--- src/rtl/mult_pkg.sv ---
// Shared definitions for the multiplier register-access slice.
package mult_pkg;

  localparam int unsigned DATA_W = 32;

  typedef enum logic [2:0] {
    IDLE = 3'd0,
    WR   = 3'd1,
    RD   = 3'd2,
    CAP  = 3'd3,
    RSP  = 3'd4
  } state_t;

endpackage

--- src/rtl/reg_access_ctrl.sv ---
// Initiator for the single-port register interface: turns host write, read
// and write-then-verify requests into writeEnable/readEnable sequences and
// returns exactly one response per accepted request.
module reg_access_ctrl
  import mult_pkg::*;
#(
  parameter int unsigned N = DATA_W
) (
  input  logic         clk,
  input  logic         reset,
  input  logic         req_valid,
  output logic         req_ready,
  input  logic         req_write,
  input  logic         req_verify,
  input  logic [N-1:0] req_wdata,
  output logic         rsp_valid,
  input  logic         rsp_ready,
  output logic [N-1:0] rsp_rdata,
  output logic         rsp_mismatch,
  output logic         reg_we,
  output logic         reg_re,
  output logic [N-1:0] reg_din,
  input  logic [N-1:0] reg_dout,
  input  logic         reg_access_err,
  output logic         err_sticky
);

  state_t       state;
  state_t       state_next;
  logic         lat_verify;
  logic [N-1:0] lat_wdata;

  // State register; async reset aborts any transaction in flight.
  always_ff @(posedge clk or posedge reset) begin
    if (reset) state <= IDLE;
    else       state <= state_next;
  end

  // Next-state and output decode; outputs depend on registered state/data only.
  always_comb begin
    state_next = state;
    req_ready  = 1'b0;
    rsp_valid  = 1'b0;
    reg_we     = 1'b0;
    reg_re     = 1'b0;
    reg_din    = '0;
    case (state)
      IDLE: begin
        req_ready = 1'b1;
        if (req_valid) state_next = req_write ? WR : RD;
      end
      WR: begin
        reg_we     = 1'b1;
        reg_din    = lat_wdata;
        state_next = lat_verify ? RD : RSP;
      end
      RD: begin
        reg_re     = 1'b1;
        state_next = CAP;
      end
      CAP: state_next = RSP;
      RSP: begin
        rsp_valid = 1'b1;
        if (rsp_ready) state_next = IDLE;
      end
      default: state_next = IDLE;
    endcase
  end

  // Request latch and response holding registers.
  always_ff @(posedge clk or posedge reset) begin
    if (reset) begin
      lat_verify   <= 1'b0;
      lat_wdata    <= '0;
      rsp_rdata    <= '0;
      rsp_mismatch <= 1'b0;
    end else begin
      case (state)
        IDLE: begin
          if (req_valid) begin
            // verify only has meaning for writes, so a read never flags a mismatch
            lat_verify <= req_write & req_verify;
            lat_wdata  <= req_wdata;
          end
        end
        WR: begin
          if (!lat_verify) begin
            rsp_rdata    <= '0;
            rsp_mismatch <= 1'b0;
          end
        end
        CAP: begin
          rsp_rdata    <= reg_dout;
          rsp_mismatch <= lat_verify && (reg_dout != lat_wdata);
        end
        default: ;
      endcase
    end
  end

  // Sticky record of any register access error; only reset clears it.
  always_ff @(posedge clk or posedge reset) begin
    if (reset)               err_sticky <= 1'b0;
    else if (reg_access_err) err_sticky <= 1'b1;
  end

endmodule

--- config.mk ---
export PLATFORM = sky130hd
export DESIGN_NAME = reg_access_ctrl
export DESIGN_NICKNAME = d
export VERILOG_FILES = /design/src/rtl/mult_pkg.sv /design/src/rtl/reg_access_ctrl.sv
export SDC_FILE = /design/constraint.sdc
export NUM_CORES = 1
export LEC_CHECK = 0
export BUFFER_PORTS_ARGS = -buffer_cell sky130_fd_sc_hd__buf_4
export CAP_MARGIN = 10
export CORE_MARGIN = 5
export CORE_UTILIZATION = 38
export DETAILED_ROUTE_END_ITERATION = 8
export GPL_TIMING_DRIVEN = 0
export HOLD_SLACK_MARGIN = 0.1
export PLACE_DENSITY = 0.65
export SYNTH_ARGS = -nofsm -noshare
export SYNTH_HDL_FRONTEND = slang
export SYNTH_SLANG_ARGS = --single-unit
--- constraint.sdc ---
create_clock -name clk -period 4.65 [get_ports clk]
set_input_delay 0.2325 -clock clk [delete_from_list [all_inputs] [get_ports clk]]
set_output_delay 0.2325 -clock clk [all_outputs]
set_load 0.1 [all_outputs]
==> results of run 1 <==
-- cells in the mapped netlist (2+ instances only) --
| master | count | area (um^2) |
|---|---|---|
| buf_6 | 5 | 56.3 |
| mux2_2 | 26 | 293 |
| xnor2_1 | 32 | 280 |
| nand2_1 | 2 | 7.51 |
| inv_1 | 3 | 11.3 |
| clkbuf_1 | 3 | 11.3 |
| a22o_1 | 32 | 280 |
| buf_2 | 7 | 35.0 |
| and2_1 | 32 | 200 |
| nor4_1 | 2 | 12.5 |
| nor3b_1 | 2 | 15.0 |
| nand4_1 | 8 | 50.1 |
| nand2b_1 | 2 | 12.5 |
| dfrtp_1 | 70 | 1750 |
| o21ai_0 | 2 | 10.0 |
| mux2_4 | 6 | 90.1 |
-- worst paths after layout --
| check | startpoint | endpoint | slack, ns | depth (start not counted) |
|---|---|---|---|---|
| max | state[1] | reg_din[21] | 1.99 | 4 |
| min | reset | lat_wdata[29] | 0.09 | 2 |
| max reg2reg | state[0] | lat_wdata[22] | 2.99 | 6 |
| max in group asynchronous | reset | lat_wdata[20] | 4.00 | 2 |
| min in group clk | req_wdata[10] | lat_wdata[10] | 0.12 | 2 |
| min reg2reg | err_sticky | err_sticky | 0.47 | 1 |
-- kinds of logic after synthesis --
group	Yosys count
DFF	70
xor gates and xnor gates	32
AOI/OAI and AO/OA	37
and+or+nand+nor	56
buffers and inverters	18
muxes	32
-- placed cells by master (no fill, tap or decap) --
master         count
a21oi_1            1
a221oi_1           1
a22o_1            32
a32o_1             1
and2_1            32
and2_4             1
and3b_1            1
buf_2              7
buf_4            140
buf_6              5
clkbuf_1           5
clkbuf_8          10
clkinv_2           2
dfrtp_1           70
dlygate4sd3_1      2
inv_1              2
inv_4              1
mux2_2            26
mux2_4             6
nand2_1            2
nand2b_1           2
nand3_1            1
nand3b_1           1
nand4_1            8
nor2_1             1
nor3_1             1
nor3_4             1
nor3b_1            2
nor4_1             2
o21ai_0            2
or2_2              1
xnor2_1           32
-- layout make-up --
class / count / area, um^2 / share of cell area, %
Inverter: 3 / 13.8 / 0.302
Clock inverter: 2 / 10.0 / 0.219
Tap cell: 105 / 131 / 2.88
Buffer: 15 / 103 / 2.25
Clock buffer: 12 / 145 / 3.18
Multi-Input combinational cell: 157 / 1340 / 29.3
Sequential cell: 70 / 1750 / 38.4
Timing Repair Buffer: 142 / 1070 / 23.5
-- stage by stage --
stage / std cells / setup WS (ns) / instance area, um^2
2_1_floorplan: 245 / 1.73 / 3200
3_3_place_gp: 490 / 1.68 / 4380
3_5_place_dp: 490 / 2.33 / 4390
4_1_cts: 506 / 1.96 / 4560
5_1_grt: 506 / 1.80 / 4560
6_report: 506 / 1.99 / 4560
-- worst register-to-register path, cell delays in order, from the launching register on --
cell     delay, ns
dfrtp_1       0.37
buf_6         0.13
nor3_4        0.19
and2_4        0.17
buf_6         0.13
buf_6         0.19
mux2_2        0.36
-- registers in the layout (all words and copies together) (netlist names) --
name and count:
lat_wdata 32, err_sticky 1, lat_verify 1, state 3, rsp_rdata 32, rsp_mismatch 1
-- metal layers --
metal,share of wire (%),wire [um]
met5,0,0
met4,0.97,91
met3,7.4,697
met2,47,4440
met1,44,4140
==> impl_metrics.yaml, run 1 <==
outcome:
  outcome: "complete, no violations"
route:
  drcViolationCount: 0
  vias: 2475
  routedWlPerCell_um: 18.5
  ant_nets: 0
  wirelength_um: 9370
  routed_via_density: 4.89
  drt_iter0_markers: 48
  dr.pass1.iters: 4
global_routing:
  grt_pass1_wl_um: 14400
  grt-busiest-layer: "met2"
  gr-usage-met3_pct: 5.37
  grt.total_usage_pct: 18.4
  grt_pass1_vias: 2710
  grt_max_degree: 71
  antenna_found_initial: 0
  grt.met1_usage_pct: 24.8
  use_met2_pct: 29.2
  grt_overflow_total: 0
synthesis:
  syn_nets: 316
  synthFlopType: "dfrtp_1"
  synth_edf_count: 0
  synthMuxAreaShare_pct: 12.0
  syn_avg_cell_area_um2: 13.1
  synth.yosys.warnings: 0
  async_flop_share_pct: 100
  yosys.area_share.simple_pct: 11.2
  ys_ff_latch: 70
  synth_xor_area_share_pct: 8.75
  synth.yosys.seq_area_share_pct: 54.7
  synth_fa_ha_area_share_pct: 0
  synth_top_family_by_area: "multiplexers"
  synth_compound_area_share_pct: 9.81
  netlist-cell-type-count: 27
  synthCells: 245
  netlist_area_um2: 3200
setup_path:
  crit_path_max_incr_delay_ns: 0.71
  end_kind: "primary output"
  worstPathCellList: "nor3b_1, clkbuf_1, and2_1, buf_4"
  cp-start-kind: "flop"
  path_max_fanout: 10
  slowest_stage: "nor3b_1"
  cp_top_family: "simple AND/OR/NAND/NOR gates"
  crit_arrival_ns: 2.42
  path_class: "flop to primary output"
  cp.required_ns: 4.42
  critPathBufInv: 2
cells_and_area:
  num-nets-final: 469
  fill_cells: 726
  drive_gt1_share_pct: 49.9
  area_growth_syn_to_layout_pct: 42.5
  final_util_pct: 55.5
  diodes: 0
die:
  die_w_um: 102
  die_h_um: 102
  row_count: 33
  die_area_um2: 10400
  core_area_um2: 8220
  start_util_pct: 39.0
  num_io_pins: 141
clocking:
  cts_hold_buffers: 2
  clk_pin_slew_ns: 0.07
  clk_latency_ns: 0.34
  cts-root-buf: "clkbuf_8"
  cts_made_buffers: 9
  post_cts_buffers: 0
  cts_tree: "yes"
  h-tree-depth: 3
  cts-resized-gates: 0
  cts_buffer_depth: 2
  clock-sinks: 70
timing:
  finalCritPeriodShare_pct: 57.1
  slew_headroom_pct: 41.8
  final.setup_skew_ns: 0.00583
  final_hold_viol_count: 0
  worst_pin_slew_ns: 0.872
  setup_viol: 0
  slew_violations: 0
  fin_setup_tns_ns: 0
  hold_slack_ns: 0.0888
  min_period_ns: 2.66
  max_freq_ghz: 0.376
  rsz0062_at_grt: "no"
run:
  cap_violations: 0
placement:
  dp_hpwl_um: 6990
  io_buffers: 140
  place.gp.congestion: 0.774
min_path:
  hold_path_class: "primary input to async pin"
Power of run 1 is left out: the tool's default activity adds up to more than one toggle a clock period on the data nets, which glitch-free logic cannot reach.
==> run 2: changes to the inputs <==
clock period = 2.7 ns   (was 4.65 ns; I/O delays follow)
==> run 2 against run 1 <==
Effect of this change: design area is 16% higher; setup slack worse by 1.7 ns; non-clock buffer count grew 70; utilization is 9.1 points higher; clock skew increased by 0.0087 ns; count of clock-buffer cells in the layout rose by 1; highest routed layer unchanged.
==> impl_metrics.yaml, run 2 (synthesis gave the netlist of run 1 again) <==
setup_path:
  reg2reg_to: "lat_verify"
  crit_start: "state[2]"
  end_kind: "primary output"
  r2r_slack_ns: 0.72
  cp.required_ns: 2.57
  reg2reg_from: "state[0]"
  crit_arrival_ns: 2.24
  path_max_fanout: 10
  path_class: "flop to primary output"
  reg2reg_depth: 8
  crit_end: "reg_din[16]"
  cp-start-kind: "flop"
cells_and_area:
  area_growth_syn_to_layout_pct: 65.8
  fill_cells: 652
  diodes: 0
  num-nets-final: 539
  drive_gt1_share_pct: 43.3
  stdcell_count: 576
  layout_commonest_cell: "buf_4"
  top_regs: "lat_wdata: 32 flops, rsp_rdata: 32 flops, state: 3 flops"
  final_cell_mix: "140 x buf_4, 71 x dlygate4sd3_1, 70 x dfrtp_1"
placement:
  dp_hpwl_um: 7020
  dp.cells: 491
  place.gp.congestion: 0.739
  io_buffers: 140
clocking:
  clk_latency_ns: 0.34
  cts_tree: "yes"
  clock-sinks: 70
  cts-root-buf: "clkbuf_8"
  h-tree-depth: 3
  clk_pin_slew_ns: 0.08
  cts_made_buffers: 9
  post_cts_buffers: 0
  cts_buffer_depth: 2
die:
  die_w_um: 102
  die_h_um: 102
  die_area_um2: 10400
  row_count: 33
  num_io_pins: 141
  start_util_pct: 39.0
  core_area_um2: 8220
global_routing:
  grt.total_usage_pct: 20.4
  grt_pass1_vias: 3102
  grt_pass1_wl_um: 16000
  antenna_found_initial: 0
  grt_max_degree: 62
  grt_overflow_total: 0
timing:
  slew_violations: 0
  min_period_ns: 2.38
  setup_viol: 0
  final.setup_skew_ns: 0.0146
  finalCritPeriodShare_pct: 88.1
  rsz0062_at_grt: "no"
  max_freq_ghz: 0.421
  final_hold_viol_count: 0
  worst_pin_slew_ns: 0.513
  slew_headroom_pct: 65.6
outcome:
  outcome: "complete, no violations"
route:
  dr.pass1.iters: 4
  wirelength_um: 10300
  drt_iter0_markers: 71
  ant_nets: 0
  vias: 2849
  routedWlPerCell_um: 17.9
  drcViolationCount: 0
  routed_via_density: 4.95
run:
  cap_violations: 0
min_path:
  hold_path_class: "primary input to flop"
run 2: cell count changes in the layout (fill, tap and decap cells not counted), sizes merged:
cell and change:
buf +1, clkbuf +1, dlygate4sd3 +69, clkinv -1
run 2: worst max-delay path, cell delays in order, from the launching register on:
cell and delay (ns):
dfrtp_1 0.51, nor3b_2 0.49, clkbuf_1 0.40, and2_1 0.20
buf_4 0.29
run 2: area by class of cell:
class	count	area, um^2	area share (%)
clock buffer	13	169	3.18
tap	105	131	2.47
timing repair buffer	212	1790	33.7
buffer	15	103	1.93
clock inverter	1	5.00	0.0943
sequential	70	1750	33.0
inverter	3	13.8	0.259
multi-input combinational	157	1350	25.4
run 2: metal layers:
metal / vias up / wire length [um] / global-route usage, %
li1: 1312 / - / -
met2: 104 / 5070 / 33.7
met1: 1416 / 4370 / 25.7
met4: 0 / 220 / 8.59
met5: - / 0 / 0
met3: 17 / 640 / 4.55
run 2: how the worst min path moves through the flow:
stage              startpoint            end  slack [ns]  depth (start not counted)
6_report            req_write       state[0]        0.11                          3
4_1_cts             req_write       state[0]        0.10                          3
2_1_floorplan       rsp_ready       state[2]        0.24                          1
3_5_place_dp            reset  rsp_rdata[24]        0.06                          2
5_1_grt             req_write       state[0]        0.13                          3
3_3_place_gp   reg_access_err     err_sticky        0.33                          2
run 2: repair_timing:
action,in CTS,in global routing
hold buffers,71,0
gates resized for setup,0,1
hold endpoints to repair,138,0
setup endpoints to repair,0,21
run 2: stage by stage:
stage	utilization, %	hold slack, ns	cell area (um^2)	worst slack (ns)	setup TNS, ns
2_1_floorplan	-	0.242	3210	0.367	0
3_3_place_gp	53.4	0.327	4390	-0.201	-13.73
3_5_place_dp	53.8	0.0581	4420	0.419	0
4_1_cts	64.6	0.101	5300	0.0259	0
5_1_grt	64.6	0.132	5310	0.152	0
6_report	64.6	0.114	5310	0.322	0
Power of run 2 is left out for the same reason.
==> run 3: changes to the inputs <==
ABC_CLOCK_PERIOD_IN_PS = 2700   (was not set)
PLACE_DENSITY = 0.75   (was 0.65)
==> run 3 against run 2 <==
Effect of this change: cell count grew 0.17%; via count shrank 2.6%; count of clock-buffer cells in the layout shrank 2.
==> impl_metrics.yaml, run 3 (synthesis gave the netlist of run 1 again) <==
outcome:
  outcome: "complete, no violations"
min_path:
  hold_path_class: "primary input to flop"
  hold_end: "state[0]"
  hold_depth: 3
  worstHoldStart: "req_write"
timing:
  finalCritPeriodShare_pct: 85.8
  worst_pin_slew_ns: 0.873
  final_hold_viol_count: 0
  hold_slack_ns: 0.124
  setup_viol: 0
  final.setup_skew_ns: 0.0111
  slew_headroom_pct: 41.8
  rsz0062_at_grt: "no"
  slew_violations: 0
  fin_ws_ns: 0.384
  max_freq_ghz: 0.432
  min_period_ns: 2.32
route:
  wirelength_um: 10400
  vias: 2774
  routedWlPerCell_um: 18.0
  dr.pass1.iters: 4
  routed_via_density: 4.81
  drt_iter0_markers: 58
  drcViolationCount: 0
  ant_nets: 0
die:
  start_util_pct: 39.0
  core_area_um2: 8220
  row_count: 33
  die_area_um2: 10400
  num_io_pins: 141
  die_h_um: 102
  die_w_um: 102
setup_path:
  crit_path_max_incr_delay_ns: 0.49
  reg2reg_from: "state[0]"
  cp.required_ns: 2.57
  worstPathCellList: "nor3b_2, clkbuf_1, and2_1, buf_4"
  critPathBufInv: 2
  crit_arrival_ns: 2.18
  reg2reg_to: "lat_verify"
  slowest_stage: "dfrtp_1"
  path_max_fanout: 10
  path_class: "flop to primary output"
  r2r_slack_ns: 0.73
  end_kind: "primary output"
  cp-start-kind: "flop"
  reg2reg_depth: 8
  cp_top_family: "buffers and inverters"
  worst-path-stages: 4
clocking:
  h-tree-depth: 3
  cts_made_buffers: 9
  cts-root-buf: "clkbuf_8"
  cts_buffer_depth: 2
  clk_latency_ns: 0.34
  clock-sinks: 70
  cts_tree: "yes"
  clk_pin_slew_ns: 0.08
global_routing:
  grt_pass1_wl_um: 16300
  antenna_found_initial: 0
  grt_overflow_total: 0
  grt_max_degree: 71
  grt.total_usage_pct: 20.9
  grt_pass1_vias: 3123
cells_and_area:
  final_util_pct: 64.6
  diodes: 0
  final_cell_mix: "140 x buf_4, 71 x dlygate4sd3_1, 70 x dfrtp_1"
  top_regs: "lat_wdata: 32 flops, rsp_rdata: 32 flops, state: 3 flops"
  area_growth_syn_to_layout_pct: 65.8
  drive_gt1_share_pct: 43.4
  num-nets-final: 538
  layout_commonest_cell: "buf_4"
run:
  cap_violations: 0
placement:
  place.gp.congestion: 0.817
  dp_hpwl_um: 7010
  pre_cts_slack_ns: 0.482
  io_buffers: 140
-- run 3: layout make-up --
cell class	count	area, um^2
Buffer	15	103
Clock buffer	11	141
Clock inverter	5	58.8
Fill cell	609	2910
Inverter	3	13.8
Multi-Input combinational cell	157	1350
Sequential cell	70	1750
Tap cell	105	131
Timing Repair Buffer	211	1760
-- run 3: repair_timing --
item	in CTS	in global routing
buffers inserted	0	0
setup endpoints to repair	0	10
endpoints found under the hold margin	138	0
hold buffers	71	0
resized for setup	0	1
-- run 3: metrics by stage --
stage | area (um^2) | setup TNS (ns) | std cells
floorplan | 3210 | 0 | 245
global placement | 4390 | -7.61 | 490
detailed placement | 4390 | 0 | 490
CTS | 5300 | 0 | 577
global route | 5310 | 0 | 577
finish | 5310 | 0 | 577
-- run 3: worst max-delay path by stage --
| stage | start | endpoint | slack, ns |
|---|---|---|---|
| after floorplan | state[2] | reg_din[22] | 0.37 |
| after global placement | reset | lat_wdata[11] | -0.11 |
| after detailed placement | state[2] | reg_din[18] | 0.48 |
| after CTS | state[2] | reg_din[18] | 0.10 |
| after global routing | state[2] | reg_din[12] | 0.18 |
| final | state[2] | reg_din[12] | 0.38 |
-- run 3: metal layers --
| metal | vias up | part of all wire, % | wire, um | global-route usage, % |
|---|---|---|---|---|
| met5 | - | 0 | 0 | 0 |
| met4 | 0 | 1.2 | 122 | 7.57 |
| met3 | 10 | 5.7 | 594 | 4.48 |
| met2 | 93 | 50 | 5190 | 35.8 |
| met1 | 1366 | 43 | 4500 | 25.9 |
| li1 | 1305 | - | - | - |
-- run 3: tightest hold or removal path: cells and delay by family --
family / cells / cell delay (ns)
compound gates: 1 / 0.06
simple gates: 1 / 0.12
buf+inv: 1 / 0.09
Power of run 3 is left out for the same reason.
